File: config.mk
export PLATFORM = sky130hd
export DESIGN_NAME = comparator_pipelined
export DESIGN_NICKNAME = d
export VERILOG_FILES = /design/src/rtl/comparator_pipelined.sv
export SDC_FILE = /design/constraint.sdc
export NUM_CORES = 1
export LEC_CHECK = 0
export CORE_UTILIZATION = 50
export CTS_BUF_LIST = sky130_fd_sc_hd__clkbuf_4
export DETAILED_ROUTE_END_ITERATION = 10
export GPL_TIMING_DRIVEN = 0
export PLACE_DENSITY = 0.83
export SLEW_MARGIN = 5
export SYNTH_ARGS = -nofsm -noshare
export SYNTH_HDL_FRONTEND = slang
export SYNTH_SLANG_ARGS = --single-unit
export TNS_END_PERCENT = 50
File: constraint.sdc
create_clock -name Clock_In -period 4.9 [get_ports Clock_In]
set_input_delay 0.735 -clock Clock_In [delete_from_list [all_inputs] [get_ports Clock_In]]
set_output_delay 0.735 -clock Clock_In [all_outputs]
set_load 0.05 [all_outputs]
File: src/rtl/comparator_pipelined.sv
// comparator_pipelined
//   Pipelined magnitude comparator. Operands are compared CHUNK bits at a
//   time, most significant slice first, with one slice per stage. Each
//   transaction can be signed or unsigned. Both sides use a valid/ready
//   stream, and the pipeline sustains one compare per cycle.
//
//   Parameters: WIDTH (operand width, multiple of CHUNK), CHUNK (bits per
//   stage, STAGES = WIDTH/CHUNK), TAG_WIDTH (sideband tag width).
//
//   Ports:
//     Clock_In, Reset_In (async, active-high), Enable_In (global clock-enable)
//     Valid_In/Ready_Out, Signed_Mode_In, Data_A_In, Data_B_In, Tag_In : input stream
//     Valid_Out/Ready_In, A_gt_B_Out, A_eq_B_Out, A_lt_B_Out, Tag_Out  : result stream
//     Max_Out, Min_Out : only when COMPARATOR_PIPELINED_MINMAX_EN is defined
//
//   Optional feature macro: COMPARATOR_PIPELINED_MINMAX_EN
module comparator_pipelined #(
  parameter int WIDTH     = 16,
  parameter int CHUNK     = 4,
  parameter int TAG_WIDTH = 4
) (
  input  logic                 Clock_In,
  input  logic                 Reset_In,
  input  logic                 Enable_In,
  input  logic                 Valid_In,
  output logic                 Ready_Out,
  input  logic                 Signed_Mode_In,
  input  logic [WIDTH-1:0]     Data_A_In,
  input  logic [WIDTH-1:0]     Data_B_In,
  input  logic [TAG_WIDTH-1:0] Tag_In,
  output logic                 Valid_Out,
  input  logic                 Ready_In,
  output logic                 A_gt_B_Out,
  output logic                 A_eq_B_Out,
  output logic                 A_lt_B_Out,
  output logic [TAG_WIDTH-1:0] Tag_Out
`ifdef COMPARATOR_PIPELINED_MINMAX_EN
  ,
  output logic [WIDTH-1:0]     Max_Out,
  output logic [WIDTH-1:0]     Min_Out
`endif
);

  localparam int STAGES = WIDTH / CHUNK;
  localparam logic [CHUNK-1:0] SLICE_MSB = CHUNK'(1) << (CHUNK - 1);

  if (WIDTH % CHUNK != 0) begin : g_width_check
    $error("comparator_pipelined: WIDTH (%0d) must be a multiple of CHUNK (%0d)", WIDTH, CHUNK);
  end

  // Per-stage state, stage STAGES-1 is the output register.
  logic [STAGES-1:0]    vld_s, gt_s, lt_s, adv;
  logic [TAG_WIDTH-1:0] tag_s [STAGES];
  logic [WIDTH-1:0]     a_s   [STAGES];
  logic [WIDTH-1:0]     b_s   [STAGES];

  // A stage loads when it is empty or its contents move on this cycle,
  // so bubbles collapse instead of travelling down the pipe.
  always_comb begin
    adv = '0;
    adv[STAGES-1] = !vld_s[STAGES-1] || Ready_In;
    for (int k = STAGES - 2; k >= 0; k--) begin
      adv[k] = !vld_s[k] || adv[k+1];
    end
  end

  for (genvar k = 0; k < STAGES; k++) begin : g_stage
    logic                 in_vld, in_gt, in_lt;
    logic [TAG_WIDTH-1:0] in_tag;
    logic [CHUNK-1:0]     sl_a, sl_b;
    logic                 gt_d, lt_d;
    logic                 vld_q, gt_q, lt_q;
    logic [TAG_WIDTH-1:0] tag_q;

    if (k == 0) begin : g_head
      assign in_vld = Valid_In;
      assign in_tag = Tag_In;
      assign in_gt  = 1'b0;
      assign in_lt  = 1'b0;
      // Flipping both sign bits turns a two's-complement compare into an
      // unsigned one; the sign bit always falls in slice 0.
      assign sl_a = Data_A_In[WIDTH-1 -: CHUNK] ^ (Signed_Mode_In ? SLICE_MSB : '0);
      assign sl_b = Data_B_In[WIDTH-1 -: CHUNK] ^ (Signed_Mode_In ? SLICE_MSB : '0);
    end else begin : g_body
      assign in_vld = vld_s[k-1];
      assign in_tag = tag_s[k-1];
      assign in_gt  = gt_s[k-1];
      assign in_lt  = lt_s[k-1];
      assign sl_a   = a_s[k-1][WIDTH-1-k*CHUNK -: CHUNK];
      assign sl_b   = b_s[k-1][WIDTH-1-k*CHUNK -: CHUNK];
    end

    // Once a more significant slice has decided, lower slices are ignored.
    assign gt_d = (in_gt | in_lt) ? in_gt : (sl_a > sl_b);
    assign lt_d = (in_gt | in_lt) ? in_lt : (sl_a < sl_b);

    always_ff @(posedge Clock_In or posedge Reset_In) begin
      if (Reset_In) begin
        vld_q <= 1'b0;
        gt_q  <= 1'b0;
        lt_q  <= 1'b0;
        tag_q <= '0;
      end else if (Enable_In && adv[k]) begin
        vld_q <= in_vld;
        gt_q  <= in_vld & gt_d;
        lt_q  <= in_vld & lt_d;
        tag_q <= in_vld ? in_tag : '0;
      end
    end

    assign vld_s[k] = vld_q;
    assign gt_s[k]  = gt_q;
    assign lt_s[k]  = lt_q;
    assign tag_s[k] = tag_q;

    // Operands are only needed by stages that still have slices downstream.
    if (k < STAGES - 1) begin : g_ops
      logic [WIDTH-1:0] a_q, b_q;
      logic [WIDTH-1:0] op_a, op_b;
      if (k == 0) begin : g_src_port
        assign op_a = Data_A_In;
        assign op_b = Data_B_In;
      end else begin : g_src_stage
        assign op_a = a_s[k-1];
        assign op_b = b_s[k-1];
      end
      always_ff @(posedge Clock_In or posedge Reset_In) begin
        if (Reset_In) begin
          a_q <= '0;
          b_q <= '0;
        end else if (Enable_In && adv[k]) begin
          a_q <= op_a;
          b_q <= op_b;
        end
      end
      assign a_s[k] = a_q;
      assign b_s[k] = b_q;
    end

    if (k == STAGES - 1) begin : g_out
      logic eq_q;
      always_ff @(posedge Clock_In or posedge Reset_In) begin
        if (Reset_In) begin
          eq_q <= 1'b0;
        end else if (Enable_In && adv[k]) begin
          eq_q <= in_vld & !(gt_d | lt_d);
        end
      end
      assign A_eq_B_Out = eq_q;

`ifdef COMPARATOR_PIPELINED_MINMAX_EN
      logic [WIDTH-1:0] fin_a, fin_b, max_q, min_q;
      if (k == 0) begin : g_fin_port
        assign fin_a = Data_A_In;
        assign fin_b = Data_B_In;
      end else begin : g_fin_stage
        assign fin_a = a_s[k-1];
        assign fin_b = b_s[k-1];
      end
      always_ff @(posedge Clock_In or posedge Reset_In) begin
        if (Reset_In) begin
          max_q <= '0;
          min_q <= '0;
        end else if (Enable_In && adv[k]) begin
          max_q <= !in_vld ? '0 : (lt_d ? fin_b : fin_a);
          min_q <= !in_vld ? '0 : (lt_d ? fin_a : fin_b);
        end
      end
      assign Max_Out = max_q;
      assign Min_Out = min_q;
`endif
    end
  end

  assign Ready_Out  = Enable_In && !Reset_In && adv[0];
  assign Valid_Out  = vld_s[STAGES-1];
  assign A_gt_B_Out = gt_s[STAGES-1];
  assign A_lt_B_Out = lt_s[STAGES-1];
  assign Tag_Out    = tag_s[STAGES-1];

endmodule

Yosys cells after proc, flatten, opt, wreduce, memory -nomap -nowiden
Cells that the tools add are included.

operators by class
  add/sub/neg operators = 0
  $mul = 0
  div/mod/pow operators = 0
  order comparisons = 8
  equality and inequality tests = 0
  shift-type cells = 0
  mux-type cells = 11
  bitwise operators = 15
  reductions and logical operators = 16

operators with widths
  operator                    number
  4-bit two-way mux           5
  4-bit > comparator          4
  4-bit less-than comparator  4
  1-bit AND                   9
  4-bit XOR                   2
  1-bit logical AND           6
  1-bit logical NOT           6
  1-bit two-way mux           6
  1-bit logical OR            4
  1-bit OR                    4

storage, ports and cells
  register bits after elaboration = 77
  latch bits = 0
  bits in writable memories = 0
  bits in read-only memories = 0
  memories = 0

Depth between registers and ports, before layout
Gate-level depths: netlist of the first run.

  word-level depth = 6
  mapped depth = 7
  depth with buffers taken out = 6

Worst setup path after synthesis of the first run
Ideal clock, no wire load.

  path kind = input -> output
  start point = input Ready_In
  end point = output Ready_Out
  arrival = 1.880 ns
  required time = 4.165 ns
  setup slack = 2.285 ns
  stages on the path = 5
  path buffers = 2
  cells stage by stage = nand3b_4 o21ai_2 buf_6 buf_4 nor2_1

on the way
  longest elaborated chain between the ends = 5

RTL lines
  what                           RTL line  text
  start, declared                32        input logic Ready_In,
  1-bit logical OR               61        adv[STAGES-1] = !vld_s[STAGES-1] || Ready_In;
  1-bit logical OR (3 in a row)  63        adv[k] = !vld_s[k] || adv[k+1];
  1-bit logical AND              175       assign Ready_Out = Enable_In && !Reset_In && adv[0];
  end, declared                  26        output logic Ready_Out,

No other way between the ends.

Worst setup path after layout of the first run
  start point = input Enable_In
  end point = output Ready_Out

on the way
  longest elaborated chain between the ends = 2

RTL lines
  what                            RTL line  text
  start, declared                 24        input logic Enable_In,
  1-bit logical AND (2 in a row)  175

No other way between the ends.

==> results.json, run 1 <==
{
  "outcome": "complete, no violations",
  "cts_root_buf": "clkbuf_4",
  "setup_viol": 0,
  "yosysSeqAreaShare_pct": 55.5,
  "cp_slowest_cell": "clkdlybuf4s50_1",
  "grt_pass1_wl_um": 10700,
  "internal_power_mw": 1.17,
  "antenna_left": 0,
  "grt_pass1_vias": 2409,
  "worst_hold_path_type": "reg2reg",
  "routed_wl_um": 6040,
  "cts_tree": "yes",
  "final.setup.tns_ps": 0,
  "fillCellCount": 503,
  "crit_top_cell": "clkdlybuf4s50_1",
  "synth_edf_count": 0,
  "dpl.cell_count": 414,
  "crit_fanout": 10,
  "synth_top_family_by_area": "multiplexers",
  "core_area_sq_mm": 0.00653,
  "use_met3_pct": 3.50,
  "fin_nets": 406,
  "syn_inst": 286,
  "globalRoute.totalOverflow": 0,
  "syn_area_sq_mm": 0.00347,
  "ys_ff_latch": 77,
  "slew_violations": 0,
  "finalHoldViolations": 0,
  "final_common_cell": "dfrtp_1",
  "io_pins": 51,
  "antenna_found_initial": 0,
  "insertion_delay_ps": 430,
  "synth_compound_area_share_pct": 8.76,
  "cts.repair.resized": 0,
  "diodes": 0,
  "slew_headroom_pct": 58.2,
  "worst-slew-pin-transition_ps": 611,
  "yosys_most_used_dff": "dfrtp_1",
  "dieArea_sq_mm": 0.00728,
  "max_freq_mhz": 286,
  "portBuffers": 50,
  "leakage_nw": 1.96,
  "drt_iter0_drc": 88,
  "finalCritPeriodShare_pct": 71.4,
  "vias_per_cell": 5.26,
  "gp_congestion": 0.802,
  "htree_levels": 3,
  "use_met1_pct": 23.2,
  "drive_above_1_share_pct": 23.5,
  "path_cells": "clkdlybuf4s50_1, o21ai_2, buf_6, buf_4, nor2_1, clkdlybuf4s50_1",
  "final_cell_mix": "77 x dfrtp_1, 50 x clkdlybuf4s50_1, 45 x nand2_1",
  "grt_max_degree": 40,
  "p_seq_share_pct": 47.5,
  "rows": 29,
  "crit_type": "in2out",
  "vdd_drop_max_v": 0.000225,
  "synth_warnings": 0,
  "post_cts_buffers": 0,
  "fin_cells": 430,
  "switching_share_pct": 28.6,
  "synth_area_per_cell_sq_um": 12.1,
  "comb_power_share_pct": 22.8,
  "cts-buffers-inserted": 9,
  "slowest_delay_ps": 800,
  "drt_first_pass_iters": 4,
  "synthXorXnorAreaFrac_pct": 0.505,
  "clk_pin_slew_worst_paths_ps": 100,
  "required_ps": 4160,
  "grt_busiest_layer": "met2",
  "muxShareOfSynthArea_pct": 16.5,
  "drcViolationCount": 0,
  "async_reset_ff_share_pct": 100,
  "cp-start-kind": "primary input",
  "die_y_um": 85.3,
  "vias": 2261,
  "grt_use_total_pct": 19.2,
  "yosys.area_share.simple_pct": 8.00,
  "clockBufferDepth": 2,
  "wl_per_cell_um": 14.1,
  "cap_violations": 0,
  "yosysUniqueCellTypes": 36,
  "cts_hold_buf": 0,
  "p_clk_share_pct": 29.7,
  "critPathCaptureType": "primary output",
  "powerDensity_mw_per_mm2": 383,
  "clock_sinks": 77,
  "syn_nets": 344,
  "synthAdderAreaFrac_pct": 5.77,
  "start_util_pct": 53.1,
  "arrival_ps": 2770,
  "area_growth_pct": 23.3,
  "dp_hpwl_um": 4440,
  "die_w_um": 85.3,
  "switching_power_mw": 0.469,
  "skew_ps": 22.1,
  "met2_usage_pct": 32.8,
  "final.min_clock_period_ps": 3500,
  "rsz0062_at_grt": "no"
}
==> state kept, by name, summed over array words and instances, names as in the netlist <==
name	flops
Tag_Out	4
g_stage.g_ops.b_q	24
g_stage.gt_q	3
A_gt_B_Out	1
g_stage.lt_q	3
g_stage.g_ops.a_q	24
A_lt_B_Out	1
g_stage.vld_q	3
A_eq_B_Out	1
Valid_Out	1
g_stage.tag_q	12
==> critical path: cells and delay by family <==
family	cells	cell delay, ps
AOI/OAI and AO/OA	1	130
and+or+nand+nor	1	90
buffers and inverters	4	1800
==> cell usage after synthesis, types with 3 or more instances <==
cell      count  area [sq um]
buf_4         6          45.0
a21oi_1       5          25.0
nand2b_1      3          18.8
o31ai_1       5          37.5
nor2_1        4          15.0
o21ai_0      21           105
nand4_1       4          25.0
mux2_4        6          90.1
nand2_1      45           169
nor2b_1       3          18.8
mux2_2       43           484
inv_1        18          67.6
dfrtp_1      77          1930
ha_1         16           200
==> path summary, 6_finish.rpt <==
path	from	to	slack (ps)	depth (start not counted)
worst max-delay path	Enable_In	Ready_Out	1400	6
worst min-delay path	g_stage[1].tag_q[2]$_DFFE_PP0P_	g_stage[1].tag_q[2]$_DFFE_PP0P_	490	2
worst max register to register	g_stage[0].g_ops.b_q[9]$_DFFE_PP0P_	g_stage[1].gt_q$_DFFE_PP0P_	3100	6
worst min register to register	g_stage[1].tag_q[2]$_DFFE_PP0P_	g_stage[1].tag_q[2]$_DFFE_PP0P_	490	2
max in group asynchronous	Reset_In	g_stage[1].tag_q[0]$_DFFE_PP0P_	3630	3
min in group asynchronous	Reset_In	g_stage[1].g_ops.b_q[2]$_DFFE_PP0P_	700	2
==> routing by layer <==
metal | share of wire, % | wire length, um
met1 | 44 | 2660
met3 | 3.3 | 197
met5 | 0 | 0
met4 | 2.9 | 175
met2 | 50 | 3010
==> layout make-up <==
class	count	area (sq um)	area share [%]
clock inverter	7	121	2.84
multi-input combinational	177	1370	32.1
buffer	13	98.8	2.31
inverter	19	73.8	1.73
tap	77	96.3	2.25
sequential	77	1930	45.0
timing repair buffer	51	520	12.2
clock buffer	9	67.6	1.58
==> per-stage QoR <==
step / area, sq um / power, mW / hold WS, ps / utilization [%] / setup WS (ps)
floorplan: 3470 / 1.04 / 449 / - / 2200
global placement: 4070 / 1.15 / 461 / 62.3 / 1050
detailed placement: 4090 / 1.17 / 471 / 62.6 / 1420
CTS: 4280 / 1.66 / 495 / 65.5 / 1410
global route: 4280 / 1.74 / 531 / 65.5 / 1340
finish: 4280 / 1.64 / 494 / 65.5 / 1400
==> power by group through the flow <==
| stage | clock, mW | combinational, mW | sequential, mW |
|---|---|---|---|
| floorplan | 0 | 0.230 | 0.815 |
| global placement | 0 | 0.358 | 0.787 |
| detailed placement | 0 | 0.376 | 0.794 |
| CTS | 0.498 | 0.378 | 0.781 |
| global route | 0.524 | 0.418 | 0.793 |
| finish | 0.487 | 0.374 | 0.780 |
==> cell families (layout without fill, tap and decap cells) <==
family,count (synthesis),count (layout)
flops,77,77
simple gates,62,62
mux,49,49
compound gates,48,48
buf+inv,32,99
fa+ha+maj,16,16
xor+xnor,2,2
(Power assumes the default switching activity.)
==> inputs of run 2 (changes only) <==
--- a/config.mk
+++ b/config.mk
@@ -9,7 +9,7 @@
 export CTS_BUF_LIST = sky130_fd_sc_hd__clkbuf_4
 export DETAILED_ROUTE_END_ITERATION = 10
 export GPL_TIMING_DRIVEN = 0
-export PLACE_DENSITY = 0.83
+export PLACE_DENSITY = 0.86
 export SLEW_MARGIN = 5
 export SYNTH_ARGS = -nofsm -noshare
 export SYNTH_HDL_FRONTEND = slang
==> constraint.sdc (replaced) <==
create_clock -name Clock_In -period 3.1 [get_ports Clock_In]
set_input_delay 0.465 -clock Clock_In [delete_from_list [all_inputs] [get_ports Clock_In]]
set_output_delay 0.465 -clock Clock_In [all_outputs]
set_load 0.05 [all_outputs]
==> run 2 against run 1 <==
Net effect:
- global-route usage barely moved
- combinational power rose by 59%
- highest routed layer unchanged
- die area did not move
- final cell count did not move
- total power rose by 53%
- via count fell by 0.18%
- cell area fell by 0.35%
- utilization fell by 0.23 points
- critical path depth rose by 1
- routed wire length fell by 0.51%
- sequential power rose by 58%
==> results.json, run 2 (synthesis gave the netlist of run 1 again) <==
{
  "vdd_drop_max_v": 0.000309,
  "cp-start-kind": "primary input",
  "leakage_nw": 1.95,
  "antenna_left": 0,
  "area_growth_pct": 22.9,
  "regToRegSetupSlack_ps": 1410,
  "reg2reg_depth": 5,
  "post_cts_buffers": 0,
  "powerDensity_mw_per_mm2": 587,
  "path_cells": "clkdlybuf4s50_1, nand3b_4, o21ai_2, buf_6, buf_4, nor2_1, clkdlybuf4s50_1",
  "skew_ps": 14.4,
  "finalHoldViolations": 0,
  "io_pins": 51,
  "globalRoute.totalOverflow": 0,
  "reg_top3": "g_stage.g_ops.a_q: 24 flops, g_stage.g_ops.b_q: 24 flops, g_stage.tag_q: 12 flops",
  "insertion_delay_ps": 420,
  "finalCritPeriodShare_pct": 94.9,
  "max_freq_mhz": 340,
  "vias_per_cell": 5.25,
  "final.setup.tns_ps": 0,
  "fin_cells": 430,
  "drive_above_1_share_pct": 23.5,
  "grt_pass1_vias": 2296,
  "cts_root_buf": "clkbuf_4",
  "die_y_um": 85.3,
  "grt_pass1_wl_um": 10600,
  "cap_violations": 0,
  "antenna_found_initial": 0,
  "worst-slew-pin-transition_ps": 507,
  "dieArea_sq_mm": 0.00728,
  "required_ps": 2630,
  "crit_top_cell": "clkdlybuf4s50_1",
  "outcome": "complete, no violations",
  "final.min_clock_period_ps": 2940,
  "critPathCaptureType": "primary output",
  "wl_per_cell_um": 14.0,
  "htree_levels": 3,
  "cts_tree": "yes",
  "slowest_delay_ps": 810,
  "crit_fanout": 10,
  "clock_sinks": 77,
  "r2r_end": "g_stage[1].gt_q$_DFFE_PP0P_",
  "clockBufferDepth": 2,
  "cts-buffers-inserted": 9,
  "diodes": 0,
  "gp_congestion": 0.785,
  "cp.buffers_inverters": 4,
  "drt_iter0_drc": 101,
  "fin_nets": 406,
  "drt_first_pass_iters": 4,
  "cts_hold_buf": 0,
  "dpl.cell_count": 414,
  "utilization_pct": 65.3,
  "slew_violations": 0,
  "start_util_pct": 53.1,
  "critPathTopFamily": "buffers and inverters",
  "cts.repair.resized": 0,
  "grt_max_degree": 59,
  "rows": 29,
  "routed_wl_um": 6010,
  "arrival_ps": 2480,
  "vias": 2257,
  "final_common_cell": "dfrtp_1",
  "cp_slowest_cell": "clkdlybuf4s50_1",
  "grt_use_total_pct": 19.2,
  "core_area_sq_mm": 0.00653,
  "final_cell_area_sq_mm": 0.00426,
  "crit_type": "in2out",
  "place_area_sq_mm": 0.00410,
  "worst_hold_path_type": "in2async",
  "die_w_um": 85.3,
  "setup_viol": 0,
  "slew_headroom_pct": 65.3,
  "portBuffers": 50,
  "rsz0062_at_grt": "no",
  "dp_hpwl_um": 4430,
  "final_cell_mix": "77 x dfrtp_1, 50 x clkdlybuf4s50_1, 45 x nand2_1",
  "clk_pin_slew_worst_paths_ps": 120,
  "drcViolationCount": 0,
  "r2r-start": "g_stage[0].g_ops.a_q[9]$_DFFE_PP0P_"
}
run 2: final cells by class:
class	count	area, sq um
Buffer	13	98.8
Timing Repair Buffer	51	528
Tap cell	77	96.3
Sequential cell	77	1930
Clock inverter	7	98.8
Multi-Input combinational cell	177	1370
Fill cell	489	2270
Clock buffer	9	67.6
Inverter	19	73.8
run 2: report_power, final:
group | total [mW] | switching (mW) | internal (mW)
combinational | 0.595 | 0.300 | 0.295
clock | 0.676 | 0.345 | 0.331
sequential | 1.23 | 0.0864 | 1.15
run 2: worst max path at each step:
| stage | depth (start not counted) | end | startpoint |
|---|---|---|---|
| after global placement | 2 | g_stage[0].g_ops.a_q[0]$_DFFE_PP0P_ | Reset_In |
| after detailed placement | 6 | Ready_Out | Enable_In |
| after global routing | 7 | Ready_Out | Ready_In |
| final | 7 | Ready_Out | Ready_In |
| after CTS | 7 | Ready_Out | Ready_In |
| after floorplan | 1 | A_eq_B_Out$_DFFE_PP0P_ | Reset_In |
run 2: metrics by stage:
step | hold slack (ps) | power [mW] | setup WS, ps
finish | 359 | 2.51 | 159
global route | 347 | 2.65 | 70.9
CTS | 344 | 2.53 | 136
detailed placement | 471 | 1.85 | 187
global placement | 463 | 1.81 | -432
floorplan | 449 | 1.65 | 668
run 2: routing by layer:
layer | GRT usage [%] | share of wire (%) | vias up
met2 | 32.6 | 51 | 48
met5 | 0 | 0 | -
met1 | 23.1 | 43 | 1087
met4 | 6.52 | 1.9 | 0
met3 | 6.32 | 4.3 | 10
li1 | - | - | 1112
==> inputs of run 3 (changes only) <==
--- a/config.mk
+++ b/config.mk
@@ -5,11 +5,11 @@
 export SDC_FILE = /design/constraint.sdc
 export NUM_CORES = 1
 export LEC_CHECK = 0
-export CORE_UTILIZATION = 50
+export CORE_UTILIZATION = 31
 export CTS_BUF_LIST = sky130_fd_sc_hd__clkbuf_4
 export DETAILED_ROUTE_END_ITERATION = 10
 export GPL_TIMING_DRIVEN = 0
-export PLACE_DENSITY = 0.86
+export PLACE_DENSITY = 0.61
 export SLEW_MARGIN = 5
 export SYNTH_ARGS = -nofsm -noshare
 export SYNTH_HDL_FRONTEND = slang
==> run 3 against run 2 <==
Net effect:
- total power down 4.4%
- global-route usage is 7.3 points lower
- non-clock buffer count unchanged
- sequential power is essentially flat
- critical path depth is 1 lower
- routed wire length increased by 1.8%
- sequential cell count stayed put
- clock power shrank 14%
- final cell count rose by 14%
- register-to-register slack better by 110 ps
- combinational power decreased by 1%
- sequential share of layout area down 0.34 points
- critical endpoint unchanged
- largest power group unchanged
==> results.json, run 3 (synthesis gave the netlist of run 1 again) <==
{
  "critPathTopFamily": "buffers and inverters",
  "rsz0062_at_grt": "no",
  "total_power_mw": 2.40,
  "cts-buffers-inserted": 9,
  "post_cts_buffers": 0,
  "cts_tree": "yes",
  "wl_per_cell_um": 12.4,
  "final_common_cell": "dfrtp_1",
  "dpl.cell_count": 477,
  "required_ps": 2630,
  "vdd_drop_max_v": 0.000271,
  "slew_violations": 0,
  "arrival_ps": 2490,
  "grt_use_total_pct": 11.9,
  "start_util_pct": 31.9,
  "cts_root_buf": "clkbuf_4",
  "die_w_um": 108,
  "insertion_delay_ps": 410,
  "reg_top3": "g_stage.g_ops.a_q: 24 flops, g_stage.g_ops.b_q: 24 flops, g_stage.tag_q: 12 flops",
  "drt_first_pass_iters": 4,
  "crit_fanout": 10,
  "worst_slack_ps": 150,
  "vias": 2205,
  "grt_pass1_vias": 2359,
  "cp.buffers_inverters": 4,
  "cp-start-kind": "primary input",
  "leakage_nw": 1.93,
  "powerDensity_mw_per_mm2": 558,
  "outcome": "complete, no violations",
  "antenna_left": 0,
  "skew_ps": 8.82,
  "dp_hpwl_um": 4590,
  "rows": 38,
  "portBuffers": 50,
  "cp_slowest_cell": "clkdlybuf4s50_1",
  "crit_top_cell": "clkdlybuf4s50_1",
  "io_pins": 51,
  "worst_hold_path_type": "in2async",
  "fin_cells": 492,
  "die_y_um": 108,
  "drt_iter0_drc": 69,
  "place_ws_ps": 160,
  "diodes": 0,
  "final.min_clock_period_ps": 2950,
  "slowest_delay_ps": 810,
  "path_cells": "clkdlybuf4s50_1, o21ai_2, buf_6, buf_4, nor2_1, clkdlybuf4s50_1",
  "worst-slew-pin-transition_ps": 498,
  "crit_start": "Enable_In",
  "r2r-start": "g_stage[0].g_ops.a_q[9]$_DFFE_PP0P_",
  "max_freq_mhz": 339,
  "fin_nets": 406,
  "antenna_found_initial": 0,
  "htree_levels": 3,
  "cts.repair.resized": 0,
  "reg2reg_depth": 5,
  "dieArea_sq_mm": 0.0116,
  "gp_congestion": 0.717,
  "area_growth_pct": 23.8,
  "routed_wl_um": 6120,
  "clock_sinks": 77,
  "r2r_end": "g_stage[1].gt_q$_DFFE_PP0P_",
  "finalCritPeriodShare_pct": 95.2,
  "finalHoldViolations": 0,
  "cp_num_cells": 6,
  "final_cell_mix": "77 x dfrtp_1, 50 x clkdlybuf4s50_1, 45 x nand2_1",
  "slew_headroom_pct": 66.7,
  "grt_pass1_wl_um": 10600,
  "drive_above_1_share_pct": 23.3,
  "crit_type": "in2out",
  "cts_hold_buf": 0,
  "globalRoute.totalOverflow": 0,
  "critPathCaptureType": "primary output",
  "vias_per_cell": 4.48,
  "drcViolationCount": 0,
  "core_area_sq_mm": 0.0109,
  "grt_max_degree": 41,
  "crit_path_end": "Ready_Out",
  "fillCellCount": 1068,
  "setup_viol": 0,
  "clockBufferDepth": 2,
  "regToRegSetupSlack_ps": 1520,
  "clk_pin_slew_worst_paths_ps": 110,
  "cap_violations": 0
}
[run 3: through the flow]
step	hold WS (ps)	util, %	setup TNS [ps]	area (sq um)
after global routing	479	39.5	0	4300
final	460	39.5	0	4300
after floorplan	449	-	0	3470
after global placement	465	38.1	-42980	4150
after detailed placement	468	38.3	0	4170
after CTS	456	39.5	0	4300
[run 3: final cells by class]
cell class              count  area (sq um)  share of cell area [%]
repair buffers             51           520                    12.1
multi-input cells         177          1370                    32.0
inverters                  19          73.8                    1.72
clock inverters             5          52.6                    1.22
flip-flops and latches     77          1930                    44.8
well taps                 140           175                    4.08
clock buffers              10          75.1                    1.75
plain buffers              13          98.8                    2.30
[run 3: worst min-delay path by stage]
| stage | cells past startpoint | slack [ps] | to |
|---|---|---|---|
| floorplan | 2 | 450 | g_stage[2].lt_q$_DFFE_PP0P_ |
| global placement | 2 | 470 | g_stage[1].tag_q[3]$_DFFE_PP0P_ |
| detailed placement | 2 | 470 | g_stage[2].lt_q$_DFFE_PP0P_ |
| CTS | 2 | 460 | g_stage[0].tag_q[2]$_DFFE_PP0P_ |
| global route | 2 | 480 | g_stage[0].tag_q[2]$_DFFE_PP0P_ |
| finish | 2 | 460 | g_stage[0].tag_q[2]$_DFFE_PP0P_ |
[run 3: per-layer routing]
metal	up-vias	share of wire, %	GRT usage [%]	routed length (um)
met5	-	0	0	0
met2	44	48	20.1	2920
met3	9	5.0	4.24	309
met1	1048	46	14.1	2820
li1	1104	-	-	-
met4	0	1.3	3.82	78
[run 3: where the power goes]
group	internal, mW	switching [mW]	leakage (nW)
combinational	0.293	0.294	0.913
sequential	1.15	0.0815	0.947
clock	0.247	0.333	0.0720
[run 3: worst register-to-register path, cell delays in order (launching register included)]
cell and delay (ps):
dfrtp_1 400, ha_1 290, nor2b_1 140, o211ai_1 110
a2111oi_0 430, a211o_1 160
